**src/rtl/operand_pkg.sv**
```systemverilog
// Shared constants and helpers for the operand entry front-end that feeds
// the AdderLEDs block.
package operand_pkg;

  localparam int OPW                = 2;
  localparam int DEB_CYCLES_DEFAULT = 100000;

  // Operand step: wraps naturally at 2^OPW (3 -> 0 for the 2-bit adder).
  function automatic logic [OPW-1:0] sat_wrap_inc(input logic [OPW-1:0] v);
    return v + {{(OPW-1){1'b0}}, 1'b1};
  endfunction

endpackage

```
**src/rtl/btn_debounce.sv**
```systemverilog
// One push-button path: 2-flop synchroniser, stability counter and a
// single-cycle rising-edge press pulse on the debounced level.
module btn_debounce #(
  parameter int DEB_CYCLES = 4
) (
  input  logic clk,
  input  logic rst_n,
  input  logic btn_raw,
  output logic level,
  output logic press
);

  localparam int              CNT_W    = $clog2(DEB_CYCLES);
  localparam logic [CNT_W-1:0] CNT_LAST = CNT_W'(DEB_CYCLES - 1);
  localparam logic [CNT_W-1:0] CNT_ONE  = CNT_W'(1);

  logic             sync_p0;
  logic             sync_p1;
  logic             stable;
  logic             stable_prev;
  logic [CNT_W-1:0] cnt;

  always_ff @(posedge clk or negedge rst_n) begin
    if (!rst_n) begin
      sync_p0     <= 1'b0;
      sync_p1     <= 1'b0;
      stable      <= 1'b0;
      stable_prev <= 1'b0;
      cnt         <= '0;
    end else begin
      sync_p0     <= btn_raw;
      sync_p1     <= sync_p0;
      stable_prev <= stable;
      // Any sample agreeing with the stable level restarts the stability window.
      if (sync_p1 == stable) begin
        cnt <= '0;
      end else if (cnt == CNT_LAST) begin
        stable <= ~stable;
        cnt    <= '0;
      end else begin
        cnt <= cnt + CNT_ONE;
      end
    end
  end

  assign level = stable;
  assign press = stable & ~stable_prev;

endmodule

```
**src/rtl/operand_entry.sv**
```systemverilog
// Turns three bouncy board buttons into the two registered 2-bit operands
// for the adder, plus a one-cycle pulse whenever either operand changes.
module operand_entry
  import operand_pkg::*;
#(
  parameter int DEB_CYCLES = DEB_CYCLES_DEFAULT
) (
  input  logic           clk,
  input  logic           rst_n,
  input  logic           btn_inc1,
  input  logic           btn_inc2,
  input  logic           btn_clear,
  output logic [OPW-1:0] sayi1,
  output logic [OPW-1:0] sayi2,
  output logic           degisti
);

  logic inc1_lvl, inc1_press;
  logic inc2_lvl, inc2_press;
  logic clr_lvl,  clr_press;

  btn_debounce #(.DEB_CYCLES(DEB_CYCLES)) u_deb_inc1 (
    .clk     (clk),
    .rst_n   (rst_n),
    .btn_raw (btn_inc1),
    .level   (inc1_lvl),
    .press   (inc1_press)
  );

  btn_debounce #(.DEB_CYCLES(DEB_CYCLES)) u_deb_inc2 (
    .clk     (clk),
    .rst_n   (rst_n),
    .btn_raw (btn_inc2),
    .level   (inc2_lvl),
    .press   (inc2_press)
  );

  btn_debounce #(.DEB_CYCLES(DEB_CYCLES)) u_deb_clr (
    .clk     (clk),
    .rst_n   (rst_n),
    .btn_raw (btn_clear),
    .level   (clr_lvl),
    .press   (clr_press)
  );

  logic           inc1_ev, inc2_ev, clr_ev;
  logic [OPW-1:0] sayi1_nxt, sayi2_nxt;
  logic           degisti_nxt;

  assign inc1_ev = inc1_press & inc1_lvl;
  assign inc2_ev = inc2_press & inc2_lvl;
  assign clr_ev  = clr_press  & clr_lvl;

  // Clear wins over any increment arriving in the same cycle.
  always_comb begin
    sayi1_nxt = sayi1;
    sayi2_nxt = sayi2;
    if (clr_ev) begin
      sayi1_nxt = '0;
      sayi2_nxt = '0;
    end else begin
      if (inc1_ev) sayi1_nxt = sat_wrap_inc(sayi1);
      if (inc2_ev) sayi2_nxt = sat_wrap_inc(sayi2);
    end
    degisti_nxt = (sayi1_nxt != sayi1) || (sayi2_nxt != sayi2);
  end

  always_ff @(posedge clk or negedge rst_n) begin
    if (!rst_n) begin
      sayi1   <= '0;
      sayi2   <= '0;
      degisti <= 1'b0;
    end else begin
      sayi1   <= sayi1_nxt;
      sayi2   <= sayi2_nxt;
      degisti <= degisti_nxt;
    end
  end

endmodule

```
**config.mk**
```make
export PLATFORM = sky130hd
export DESIGN_NAME = operand_entry
export DESIGN_NICKNAME = d
export VERILOG_FILES = /design/src/rtl/operand_pkg.sv /design/src/rtl/btn_debounce.sv /design/src/rtl/operand_entry.sv
export SDC_FILE = /design/constraint.sdc
export NUM_CORES = 1
export LEC_CHECK = 0
export BUFFER_PORTS_ARGS = -buffer_cell sky130_fd_sc_hd__buf_4
export CAP_MARGIN = 20
export CELL_PAD_IN_SITES_DETAIL_PLACEMENT = 0
export CELL_PAD_IN_SITES_GLOBAL_PLACEMENT = 2
export CORE_MARGIN = 2
export CORE_UTILIZATION = 45
export DETAILED_ROUTE_END_ITERATION = 16
export PLACE_DENSITY = 0.87
export SLEW_MARGIN = 30
export SYNTH_ARGS = -nofsm -noshare
export SYNTH_HDL_FRONTEND = slang
export SYNTH_HIERARCHICAL = 1
export SYNTH_SLANG_ARGS = --single-unit
```
**constraint.sdc**
```tcl
create_clock -name clk -period 3.75 [get_ports clk]
set_clock_uncertainty 0.05 [all_clocks]
set_input_delay 0.1875 -clock clk [delete_from_list [all_inputs] [get_ports clk]]
set_output_delay 0.1875 -clock clk [all_outputs]
set_load 0.02 [all_outputs]
```
# Word level (Yosys, flattened, before mapping)
# Index checks and enable logic that the tools add are counted.
# totals
ff_bits,68
output_inout_bits,5
wordCells,60
# classes
n_addsub,5
eq_ne,8
mux,10
bitwise_logic,15
reduce_logical,4
# ops
cell,count
2-to-1 mux 17 bit,6
"adder 17 x 1 -> 17 bit, second input constant",3
"equality test 17 bit, second input constant",3
inverter 1 bit,9
2-to-1 mux 2 bit,4
bitwise AND 1 bit,6
AND reduction 2 bit,3
"adder 2 x 1 -> 2 bit, second input constant",2
inequality test 2 bit,2
equality test 1 bit,3
logical OR 1 bit,1

# Depth between registers and ports, before layout
# depth
ltp_word,7
ltp_mapped,6

# By module
# The synthesis kept the hierarchy.
# by_module_without_submodules
mod,n_inst,cells_per_inst,area_each_um2
btn_debounce,3,93,1016.0
operand_entry,1,23,262.8

# Worst setup path before layout
# OpenSTA, ideal clock, no wires.
# synth_path
kind,reg2reg
from,reg u_deb_clr.cnt[0]
to,reg u_deb_clr.stable (netlist: u_deb_clr/level)
setup_ps,125
arrival_ps,1466
required_ps,3575
path_slack_ps,2109
stages_incl_launch_ff,6
period_less_slack_ps,1641
path_cell_list,dfrtp_1 > ha_1 > and4_1 > nand4_1 > nor2_1 > mux2_2
# synth_via
elab_chain_len,2
# synth_rtl
element,line,source
"start, declared",btn_debounce.sv:21,logic [CNT_W-1:0] cnt;
"start signal, assigned",btn_debounce.sv:41,cnt <= cnt + CNT_ONE;
equality test 17 bit,btn_debounce.sv:37,end else if (cnt == CNT_LAST) begin
AND reduction 2 bit (no line),-,
"end signal, assigned",btn_debounce.sv:38,stable <= ~stable;
"end, declared",btn_debounce.sv:19,logic stable;
# Every way passes these cells.
# A chain may end at the register's enable or synchronous reset.

# Final worst setup path
# layout_path
from,reg u_deb_inc2.cnt[0]
to,reg u_deb_inc2.cnt[7]
# layout_via
elab_chain_len,3
elab_cells_between_ends,4
# layout_rtl
element,line,source
"start, declared",btn_debounce.sv:21,
"start signal, assigned",btn_debounce.sv:41,
adder 17 x 1 -> 17 bit or equality test 17 bit (tied branches),"btn_debounce.sv:41, btn_debounce.sv:37",
2-to-1 mux 17 bit *,btn_debounce.sv:37,
2-to-1 mux 17 bit *,btn_debounce.sv:35,if (sync_p1 == stable) begin
# Every way passes the cells marked *; elsewhere a longest branch is shown, timed or not.

==> results.md <==
- The synthesized design contains 68 register bits.
- The final estimated routing congestion in global placement is 0.786.
- The nature of the critical path endpoint is a flip-flop.
- The wire length reported by the detailed router is 5680 µm.
- The largest fanout on the critical path is 16.
- The number of buffer and inverter stages on the critical path is 0.
- The area of the mapped netlist is 0.00331 mm².
- The clock buffer count from CTS is 9.
- The via count of the first global-routing pass is 2179.
- Before antenna repair, the detailed router went through 4 iterations.
- In the global route stage, met2 resource usage came out at 0.244.
- Of the total synthesized cell area, the portion taken by AND, OR, NAND and NOR gates is 0.252.
- After global routing the overflow that remains totals 0.
- In the final timing run, aggregate negative setup slack is 0 ps.
- The tree is rooted in a sky130_fd_sc_hd__clkbuf_8.
- The total global-route track usage is 0.158.
- The most common cell after layout, fill and taps aside is sky130_fd_sc_hd__dfrtp_1.
- The dominant delay contributor by cell family on the critical path is simple AND/OR/NAND/NOR gates.
- The max-capacitance violation count is 0.
- The critical path's largest stage delay is approximately 420 ps.
- Dividing the synthesized area by the synthesized cell count gives 11.0 µm².
- The deepest level of the CTS H-tree is 3.
- The peak supply drop is 0.161 mV.
- The launch instance of the worst min-delay path is u_deb_inc1/sync_p0$_DFF_PN0_.
- The first-pass GRT wire length is between 10000 and 15000 µm.
- Setup repair after global routing left no endpoint under its margin.
- The post-DP HPWL is ~3700 µm.
- The depth of the worst register-to-register path is 5.
- The area of the die is 0.00806 mm².
- The cell type of the slowest stage on the worst timing path is sky130_fd_sc_hd__dfrtp_1.
- The library cells used most frequently in the layout, excluding fill and tap cells, are sky130_fd_sc_hd__dfrtp_1, sky130_fd_sc_hd__nor2_1, sky130_fd_sc_hd__nand4_1, sky130_fd_sc_hd__xor2_1, sky130_fd_sc_hd__xnor2_1.
- In this run, the number of DRC markers left after iteration 0 of detailed routing was 120.
- STA puts the critical path data arrival time at 2030 ps.
- The number of standard-cell rows in the floorplan is 31.
- The x dimension of the die is approximately 90 µm.
- In this run the tool buffered the top-level ports with 9 buffer cells.
- The number of nets in the synthesized netlist is 310.
- The detailed-route via count is around 2200.
- TritonCTS built the clock tree.
- The slack of the worst reg-to-reg path is 1880 ps.
- The static leakage power is 1.52 nW.
- During I/O placement, the number of pins put on the boundary was 10.
- The routing layer with the top usage in global route is met2.
- The adder-cell share of the synthesized area is 0.0113.
- The type of element launching the critical path is a flip-flop.
- Setup violations remaining at the end of the flow were counted as 0.
- The required time of the worst setup path is 3910 ps.
- The post-route total power is approximately 1.4 mW.
- The capture instance of the worst register-to-register path is u_deb_inc2/cnt[7]$_DFF_PN0_.
- The synthesized-area fraction occupied by ao, oa, aoi and oai cells is 0.0506.
- Of the total synthesized cell area, the portion taken by XOR and XNOR cells is 0.119.
- The final-report hold violation count is 0.
- The wire length per cell after detailed routing is 13.5 µm.
- The area added between synthesis and finish is 10.1%.
- For the worst-skew pair, the clock arrives at the later sink with an insertion delay of 340 ps.
- Static timing analysis puts the maximum clock frequency at 0.535 GHz.
- Using the TritonRoute via totals, the vias-per-cell ratio works out to about 5.2.
- For this run, the register share of the synthesized area comes to 0.514.
- Counting along the longest clock path gives a buffer depth of 2.
- The number of distinct library cells after synthesis is 32.
- The cell count after synthesis is approximately 300.
- For this run, the number of Yosys warnings is 6.
- The net count reported at finish is 325.
- The slew of the pin with the lowest slew margin is 827 ps.
- The global-route track usage on met3 is 0.0511.
- The largest net degree at the start of global routing is 69.
- Walking the worst path, the cells encountered are ha_1, and4_1, nand4_1, o21ai_4, nor2_1.
- Dividing the final minimum period by the clock period gives 0.499.
- The kind of critical path is reg2reg.
- The run finished with clean final reports.
- The vertical extent of the die is around 90 µm.
- The post-cts sizing count is 0.
- The worst hold path was traced through 0 stages.
- The global routing met1 resource utilization is 0.206.
- The repair_antennas step left the layout with diodes totalling 0.
- The region available for standard cell placement spans slightly above 0.007 mm².
- The critical register-to-register path startpoint is u_deb_inc2/cnt[0]$_DFF_PN0_.
- The DRC violation count after routing is 0.
- By area, the combinational part of the netlist is dominated by simple AND/OR/NAND/NOR gates.
- The clock input transition at the sequential cells of the worst setup and hold paths is about 70 ps.
- The final period demand of the worst path is 1870 ps.
- Clock tree synthesis found a total of 68 sinks.
- For this configuration, the core starts out at a cell density of 0.461.
- The initial antenna violation count is 0.
- Headroom to the max-slew limit came out at 0.448.
- In this run the power density over the cells is 382 mW/mm².
- The type of the most critical hold path is reg2reg.
- The multiplexer share of the synthesized area is 0.0193.
- The fraction of layout cells with a size suffix above 1 is 0.149.
- The post-route antenna net violation count is 0.
- The max-slew violation total from the final report came to 0.
- The hold path endpoint is u_deb_inc1/sync_p1$_DFF_PN0_.
cell usage after synthesis (all sizes together):
cell type	n	area [µm²]
dfrtp	68	1700
nor2	48	180
nand4	33	206
xor2	27	236
xnor2	18	158
nand3	14	85.1
nor4	13	81.3
buf	9	90.1
nand2	9	33.8
a21oi	8	51.3
and3	6	52.6
and4	6	60.1
inv	6	22.5
mux2	5	63.8
and2	4	25.0
ha	3	37.5
nor2b	3	18.8
nor3	3	15.0
nor4b	3	26.3
o21ai	3	48.8
o31ai	3	22.5
or4	3	33.8
a21bo	2	20.0
a21boi	2	15.0
nand3b	2	15.0
a222oi	1	10.0
worst max-delay path by stage:
stage / start / to / slack, ps / depth (start not counted)
finish: u_deb_inc2/cnt[0]$_DFF_PN0_ / u_deb_inc2/cnt[7]$_DFF_PN0_ / 1880 / 5
global route: u_deb_inc2/cnt[0]$_DFF_PN0_ / u_deb_inc2/cnt[10]$_DFF_PN0_ / 1680 / 5
CTS: u_deb_clr/cnt[0]$_DFF_PN0_ / u_deb_clr/cnt[14]$_DFF_PN0_ / 1860 / 5
detailed placement: u_deb_clr/cnt[0]$_DFF_PN0_ / u_deb_clr/cnt[14]$_DFF_PN0_ / 1870 / 5
global placement: u_deb_clr/cnt[0]$_DFF_PN0_ / u_deb_clr/cnt[11]$_DFF_PN0_ / 1890 / 5
floorplan: u_deb_clr/cnt[0]$_DFF_PN0_ / u_deb_clr/level$_DFFE_PN0P_ / 2110 / 5
sequential cells by signal, indices dropped and copies added, names as in the netlist, 2 cells and up:
| register | cells |
|---|---|
| sayi2 | 2 |
| u_deb_inc1/cnt | 17 |
| sayi1 | 2 |
| u_deb_inc2/cnt | 17 |
| u_deb_clr/cnt | 17 |
power by group:
group          leakage (nW)  internal, mW  switching [mW]  total, mW
clock network         0.100         0.325           0.266      0.591
registers             0.929         0.744          0.0120      0.756
logic                 0.489        0.0150          0.0309     0.0460
total                  1.52          1.08           0.309       1.39
cell type report:
| cell class | count | area, µm² |
|---|---|---|
| Inverter | 6 | 22.5 |
| Timing Repair Buffer | 13 | 108 |
| Clock inverter | 4 | 48.8 |
| Fill cell | 662 | 3530 |
| Multi-Input combinational cell | 219 | 1500 |
| Clock buffer | 12 | 145 |
| Sequential cell | 68 | 1700 |
| Tap cell | 99 | 124 |
cell families after synthesis:
group / Yosys count
and+or+nand+nor: 147
DFF: 68
xor gates and xnor gates: 45
AOI/OAI and AO/OA: 19
buffers and inverters: 15
muxes: 5
adders and majority gates: 3
metrics by stage:
stage	cells	setup WS (ps)	utilization	cell area, µm²	hold WS (ps)
after floorplan	302	2110	-	3310	-158
after global placement	401	1890	0.476	3410	248
after detailed placement	401	1870	0.476	3410	248
after CTS	421	1860	0.508	3650	308
after global routing	421	1680	0.508	3650	310
final	421	1880	0.508	3650	303
per-layer routing:
layer	vias to the layer above	routed length (µm)
met5	-	0
met3	9	194
met2	30	2620
li1	1119	-
met4	0	99
met1	1050	2770
repair_timing:
item	in CTS	in global routing
endpoints found under the hold margin	71	0
hold buffers	4	0
buffers inserted	0	0
No activity file was read; power rests on OpenSTA's default activity.
